<file path="src/rtl/b16_muldiv.sv">
// Multi-cycle unsigned multiply-accumulate (a_lo*b + a_hi) and 2L/L restoring divide.
// One shift-add/subtract step per clock; start/busy/done handshake, results held until next done.
module b16_muldiv #(
  parameter int L  = 16,
  parameter int CW = $clog2(L+1)
) (
  input  logic         clk,
  input  logic         reset,
  input  logic         start,
  input  logic         op,
  input  logic [L-1:0] a_hi,
  input  logic [L-1:0] a_lo,
  input  logic [L-1:0] b,
  output logic         busy,
  output logic         done,
  output logic [L-1:0] res_hi,
  output logic [L-1:0] res_lo,
  output logic         ovf,
  output logic         zero
);

  typedef enum logic [1:0] {IDLE, RUN, DONE} state_t;

  state_t        state, state_nxt;
  logic [L-1:0]  hi, lo, bq;
  logic          opq;
  logic [CW-1:0] cnt;
  logic          accept, div_ovf, last;
  logic [L:0]    s, t;
  logic          q;
  logic [L-1:0]  hi_nxt, lo_nxt;

  always_comb begin
    accept  = start && (state != RUN);
    div_ovf = op && (a_hi >= b);
    last    = (cnt == CW'(1));
  end

  // One iteration of the working pair; the divide keeps hi < bq, so t-b fits in L bits.
  always_comb begin
    s      = {1'b0, hi} + (lo[0] ? {1'b0, bq} : '0);
    t      = {hi, lo[L-1]};
    q      = (t >= {1'b0, bq});
    hi_nxt = s[L:1];
    lo_nxt = {s[0], lo[L-1:1]};
    if (opq) begin
      hi_nxt = q ? (t[L-1:0] - bq) : t[L-1:0];
      lo_nxt = {lo[L-2:0], q};
    end
  end

  always_comb begin
    state_nxt = state;
    busy      = (state == RUN);
    done      = (state == DONE);
    case (state)
      IDLE, DONE: begin
        if (accept)             state_nxt = div_ovf ? DONE : RUN;
        else if (state == DONE) state_nxt = IDLE;
      end
      RUN:     if (last) state_nxt = DONE;
      default: state_nxt = IDLE;
    endcase
  end

  always_ff @(posedge clk) begin
    if (reset) begin
      state  <= IDLE;
      hi     <= '0;
      lo     <= '0;
      bq     <= '0;
      opq    <= 1'b0;
      cnt    <= '0;
      res_hi <= '0;
      res_lo <= '0;
      ovf    <= 1'b0;
      zero   <= 1'b1;
    end else begin
      state <= state_nxt;
      if (accept) begin
        opq <= op;
        bq  <= b;
        hi  <= a_hi;
        lo  <= a_lo;
        cnt <= CW'(L);
        // Quotient cannot fit: report operands untouched and skip the iteration.
        if (div_ovf) begin
          res_hi <= a_hi;
          res_lo <= a_lo;
          ovf    <= 1'b1;
          zero   <= (a_hi == '0) && (a_lo == '0);
        end
      end else if (state == RUN) begin
        hi  <= hi_nxt;
        lo  <= lo_nxt;
        cnt <= cnt - CW'(1);
        if (last) begin
          res_hi <= hi_nxt;
          res_lo <= lo_nxt;
          ovf    <= 1'b0;
          zero   <= ({hi_nxt, lo_nxt} == '0);
        end
      end
    end
  end

endmodule
</file>
<file path="config.mk">
export PLATFORM = sky130hd
export DESIGN_NAME = b16_muldiv
export DESIGN_NICKNAME = d
export VERILOG_FILES = /design/src/rtl/b16_muldiv.sv
export SDC_FILE = /design/constraint.sdc
export NUM_CORES = 1
export LEC_CHECK = 0
export ABC_AREA = 1
export CAP_MARGIN = 20
export CORE_MARGIN = 3
export CORE_UTILIZATION = 43
export CTS_CLUSTER_DIAMETER = 100
export DETAILED_ROUTE_END_ITERATION = 7
export GPL_TIMING_DRIVEN = 0
export PLACE_DENSITY = 0.69
export SLEW_MARGIN = 20
export SYNTH_ARGS = -nofsm -noshare
export SYNTH_HDL_FRONTEND = slang
export SYNTH_SLANG_ARGS = --single-unit
</file>
<file path="constraint.sdc">
create_clock -name clk -period 2.7 [get_ports clk]
set_input_delay 0.27 -clock clk [delete_from_list [all_inputs] [get_ports clk]]
set_output_delay 0.27 -clock clk [all_outputs]
set_load 0.05 [all_outputs]
</file>
==> results of run 1 <==
## flip-flops by register name, summed over array words and instances (netlist names)
register	cells
cnt	5
lo	16
opq	1
res_lo	16
bq	16
ovf	1
res_hi	16
zero	1
state	2
hi	16
## repair_timing
item	4_1_cts	5_1_grt
setup endpoints to repair	37	37
setup buffers	0	9
gates resized for setup	6	63
pin swaps	0	8
## metal layers
| layer | routed length, microns | vias to the layer above | GRT usage, % |
|---|---|---|---|
| met3 | 1650 | 33 | 3.55 |
| met4 | 435 | 0 | 6.70 |
| met2 | 10300 | 276 | 39.2 |
| met1 | 10900 | 3456 | 38.3 |
| li1 | - | 3788 | - |
| met5 | 0 | - | 0 |
## where the power goes
part / internal [mW] / total (mW) / switching, mW
logic: 0.785 / 2.14 / 1.35
registers: 1.45 / 1.60 / 0.142
clock network: 0.731 / 1.29 / 0.562
## synthesized netlist by cell type (7+ instances only)
| cell type | instances | area (sq um) |
|---|---|---|
| a21oi_1 | 81 | 405 |
| nor2_1 | 68 | 255 |
| nand3_1 | 78 | 390 |
| o211ai_1 | 21 | 158 |
| inv_1 | 158 | 593 |
| o21ai_0 | 80 | 400 |
| buf_1 | 7 | 26.3 |
| buf_2 | 8 | 40.0 |
| nand2_1 | 304 | 1140 |
| nand4_1 | 12 | 75.1 |
| clkbuf_1 | 24 | 90.1 |
| nand3b_1 | 10 | 75.1 |
| ha_1 | 50 | 626 |
| dfxtp_1 | 90 | 1800 |
| nor4_1 | 8 | 50.1 |
## metrics by stage
stage                     area [sq um]  power [mW]  std cells  TNS [ns]
after floorplan                   6870        3.02       1090         0
after global placement            8000        3.61       1388    -13.80
after detailed placement          8000        3.63       1388    -14.72
after CTS                         8320        4.92       1403         0
after global routing              8540        5.32       1412   -0.0171
final                             8540        5.03       1412         0
## final cells by class
class	count	share of cell area (%)
multi-input combinational	796	51.3
sequential	90	21.4
timing repair buffer	96	11.0
inverter	161	7.07
tap	211	3.09
clock buffer	10	2.68
buffer	42	2.56
clock inverter	6	0.908
## kinds of logic (layout without fill, tap and decap cells)
group | after synthesis | after routing
flops | 90 | 90
compound gates | 217 | 217
xor+xnor | 8 | 8
fa+ha+maj | 52 | 52
buf+inv | 204 | 315
simple gates | 519 | 519
## worst paths after layout
check	from	to	slack (ns)	cells after the start
worst max-delay path	lo[0]	res_hi[13]	0.14	17
worst min-delay path	res_lo[1]	res_lo[1]	0.46	2
worst max register to register	lo[0]	res_hi[13]	0.14	17
worst min register to register	res_lo[1]	res_lo[1]	0.46	2
## critical path: stages, from the launching register on
cell     delay [ns]
dfxtp_4        0.39
nand2_1        0.07
inv_1          0.04
ha_1           0.22
fa_2           0.39
nand3_1        0.10
nand2_1        0.11
nand3_1        0.09
nand2_1        0.12
nand2_1        0.11
nand2_1        0.07
nand2_1        0.06
nand2_1        0.04
nor2_1         0.14
a21oi_2        0.07
o21ai_1        0.21
nand2_1        0.12
a21oi_1        0.13
==> results_dict.tcl, run 1 <==
set metrics [dict create \
    critPathKind "flop to flop" \
    avgSynthCellArea_sq_um 6.30 \
    ys_ff_latch 90 \
    status "finished clean" \
    gr-total-overflow 0 \
    num_rows 45 \
    critPathRequiredTime_ns 2.99 \
    synth-compound-area-share_pct 18.0 \
    dr.pass1.iters 6 \
    grt_pass1_vias 6693 \
    cts.hold.buffers_added 0 \
    drv_cap 0 \
    timing.hold.ws_ns 0.463 \
    pin_count 88 \
    fin_crit_sh_pct 94.8 \
    rsz0062_at_grt "true" \
    grt_pass1_wl_mm 36.1 \
    htree_levels 3 \
    fin_util_pct 55.4 \
    clock-sinks 90 \
    drive_gt1_share_pct 9.91 \
    drv_slew 0 \
    avgViaCountPerCell 5.35 \
    regArea_sq_um 1830 \
    synth_edf_count 0 \
    fin_nets 1300 \
    synth_fa_ha_area_share_pct 9.69 \
    setup_viol 0 \
    port_buffers 87 \
    crit_path_start_kind "flop" \
    coreArea_sq_um 15400 \
    slew_headroom_pct 57.0 \
    cts_tree "done" \
    clkSlewWorstSetupHoldPaths_ns 0.07 \
    gp_congestion 0.956 \
    yosys_warnings 0 \
    tightest_slew_ns 0.645 \
    hold_viol_final 0 \
    synth_mux_area_share_pct 0 \
    grt_antenna_before_repair 0 \
    dpl.hpwl_mm 18.7 \
    root_buffer "clkbuf_16" \
    layout_commonest_cell "nand2_1" \
    fin_skew_ns 0.0109 \
    cts.path.max_buffers 2 \
    start_util_pct 44.5 \
    ant_nets 0 \
    numCtsBuffers 9 \
    final_cell_mix "299 x nand2_1, 157 x inv_1, 87 x clkdlybuf4s50_1" \
    async_reset_ff_share_pct 0 \
    drc 0 \
    finalCriticalPeriod_ns 2.56 \
    netlist_instances 1090 \
    p_leak_nw 4.08 \
    cp_data_arrival_time_ns 2.84 \
    diodes 0 \
    routed_wl_mm 23.2 \
    nFillCells 1577 \
    seq_area_frac_synth_pct 26.2 \
    grt_max_degree 17 \
    synthFlopType "dfxtp_1" \
    hold_class "flop to flop" \
    cp_max_fo 9 \
    end_kind "flop" \
    synthXorXnorAreaFrac_pct 1.02 \
    synth_cell_types 47 \
    synth_nets 1194 \
    max_freq_mhz 391 \
    syn_to_final_growth_pct 24.4 \
    die_h_microns 132 \
    synth_top_family_by_area "simple AND/OR/NAND/NOR gates" \
    die_width_microns 132 \
    multi_input_area_sq_um 4380 \
    postLayoutSetupSlackWorst_ns 0.140 \
    synth_area_sq_um 6870 \
    ir_drop_uv 307 \
    insertion_delay_ns 0.35 \
    powerDensity_nw_per_um2 589 \
    yosys.area_share.simple_pct 33.3 \
    track_usage_pct 25.8 \
    drt_iter0_drc 747 \
    wire_per_inst_microns 16.4 \
    die-area_sq_um 17500 \
    vias 7553 \
    place_ws_ns -0.492 \
]
Power figures use the tool's default switching activity.
==> inputs of run 2 (changes only) <==
- CAP_MARGIN: 20 -> unset
- CORE_UTILIZATION: 43 -> 40
- PLACE_DENSITY: 0.69 -> 0.65
==> run 2 against run 1 <==
Largest cell class unchanged. Non-clock buffer count down 3. Design area about the same. Register-to-register slack better by 0.02 ns. Largest power group unchanged. Sequential share of layout area about the same. Power down 1.7%.
==> results_dict.tcl, run 2 (synthesis results as in run 1) <==
set metrics [dict create \
    status "finished clean" \
    drive_gt1_share_pct 9.68 \
    timing.hold.ws_ns 0.461 \
    start_util_pct 41.1 \
    avgViaCountPerCell 5.27 \
    end_kind "flop" \
    powerDensity_nw_per_um2 579 \
    fin_nets 1297 \
    max_stage_delay_ns 0.40 \
    pin_count 88 \
    drt_iter0_drc 635 \
    coreArea_sq_um 16700 \
    wl_met2_mm 10.5 \
    dr_wl_met3_mm 1.46 \
    fin_skew_ns 0.00967 \
    ant_nets 0 \
    htree_levels 3 \
    p_leak_nw 4.06 \
    die_h_microns 137 \
    fin_crit_sh_pct 94.1 \
    insertion_delay_ns 0.35 \
    clkSlewWorstSetupHoldPaths_ns 0.07 \
    ir_drop_uv 319 \
    cts.path.max_buffers 2 \
    crit_chain "nand2_1 -> inv_1 -> ha_2 -> fa_2 -> nand3_1 -> nand2_1 -> nand3_1 -> nand2_1 -> nand2_1 -> nand2_1 -> nand2_1 -> nand2_1 -> nor2_1 -> a21oi_2 -> o21ai_1 -> nand2_1 -> a21oi_1" \
    syn_to_final_growth_pct 24.3 \
    final_cell_mix "301 x nand2_1, 157 x inv_1, 87 x clkdlybuf4s50_1" \
    drc 0 \
    critPathMostFrequentCell "nand2_1" \
    nFillCells 1737 \
    hold_viol_final 0 \
    cp_max_fo 9 \
    drv_cap 0 \
    crit_path_start_kind "flop" \
    grt_pass1_vias 6823 \
    die-area_sq_um 18800 \
    gp_congestion 0.956 \
    numCtsBuffers 9 \
    num_rows 47 \
    routed_wl_mm 23.4 \
    drv_slew 0 \
    gr-total-overflow 0 \
    max_freq_mhz 394 \
    clock-sinks 90 \
    grt_antenna_before_repair 1 \
    dr.pass1.iters 5 \
    cts.hold.buffers_added 0 \
    tightest_slew_ns 0.670 \
    vias 7467 \
    cts_tree "done" \
    critPathRequiredTime_ns 2.98 \
    hold_class "flop to flop" \
    top_layer "met4" \
    port_buffers 87 \
    grt_max_degree 17 \
    postLayoutSetupSlackWorst_ns 0.160 \
    grt_pass1_wl_mm 36.5 \
    wire_per_inst_microns 16.5 \
    layout_commonest_cell "nand2_1" \
    die_width_microns 137 \
    slew_headroom_pct 55.4 \
    finalCriticalPeriod_ns 2.54 \
    wl_met1_mm 11.0 \
    cp_slowest_cell "dfxtp_4" \
    track_usage_pct 25.1 \
    dpl.hpwl_mm 18.7 \
    cp_data_arrival_time_ns 2.82 \
    diodes 0 \
    critPathKind "flop to flop" \
    root_buffer "clkbuf_16" \
    setup_viol 0 \
    place_ws_ns -0.488 \
]
## run 2: final cells by class
class                      instances  area [sq um]  share of cell area [%]
buffer                            42           213                    2.49
clock buffer                      10           229                    2.68
clock inverter                     6          47.5                   0.557
inverter                         161           604                    7.08
multi-input combinational        796          4430                    51.9
sequential                        90          1820                    21.4
tap                              220           275                    3.22
timing repair buffer              93           916                    10.7
## run 2: critical path, delay by kind of cell, from the launching register on
kind            cells  cell delay, ns
compound gates      3            0.41
fa+ha+maj           2            0.58
buf+inv             1            0.04
flops               1            0.40
simple gates       11            1.03
## run 2: timing repair
item / in CTS / in global routing
endpoints found under the setup margin: 38 / 34
pin swaps: 0 / 8
resized for setup: 9 / 55
setup buffers: 0 / 6
## run 2: final timing paths
check	slack, ns	cells past startpoint	start	to
setup / recovery	0.16	17	lo[0]	res_hi[13]
setup reg to reg	0.16	17	lo[0]	res_hi[13]
hold / removal	0.46	2	res_lo[5]	res_lo[5]
hold reg to reg	0.46	2	res_lo[5]	res_lo[5]
## run 2: report_power, final
group,switching [mW],internal [mW]
clock,0.567,0.636
sequential,0.149,1.45
combinational,1.35,0.788
## run 2: routing by layer
metal	vias up	track usage, %
li1	3762	-
met1	3439	35.9
met2	237	38.8
met3	29	3.49
met4	0	8.09
met5	-	0
## run 2: through the flow
stage	setup TNS (ns)	area (sq um)	cells	util (%)	power, mW
after floorplan	0	6870	1090	-	3.02
after global placement	-14.24	8010	1397	48.0	3.63
after detailed placement	-15.12	8010	1397	48.0	3.63
after CTS	0	8300	1412	49.7	4.84
after global routing	-0.00397	8540	1418	51.1	5.27
final	0	8540	1418	51.1	4.94
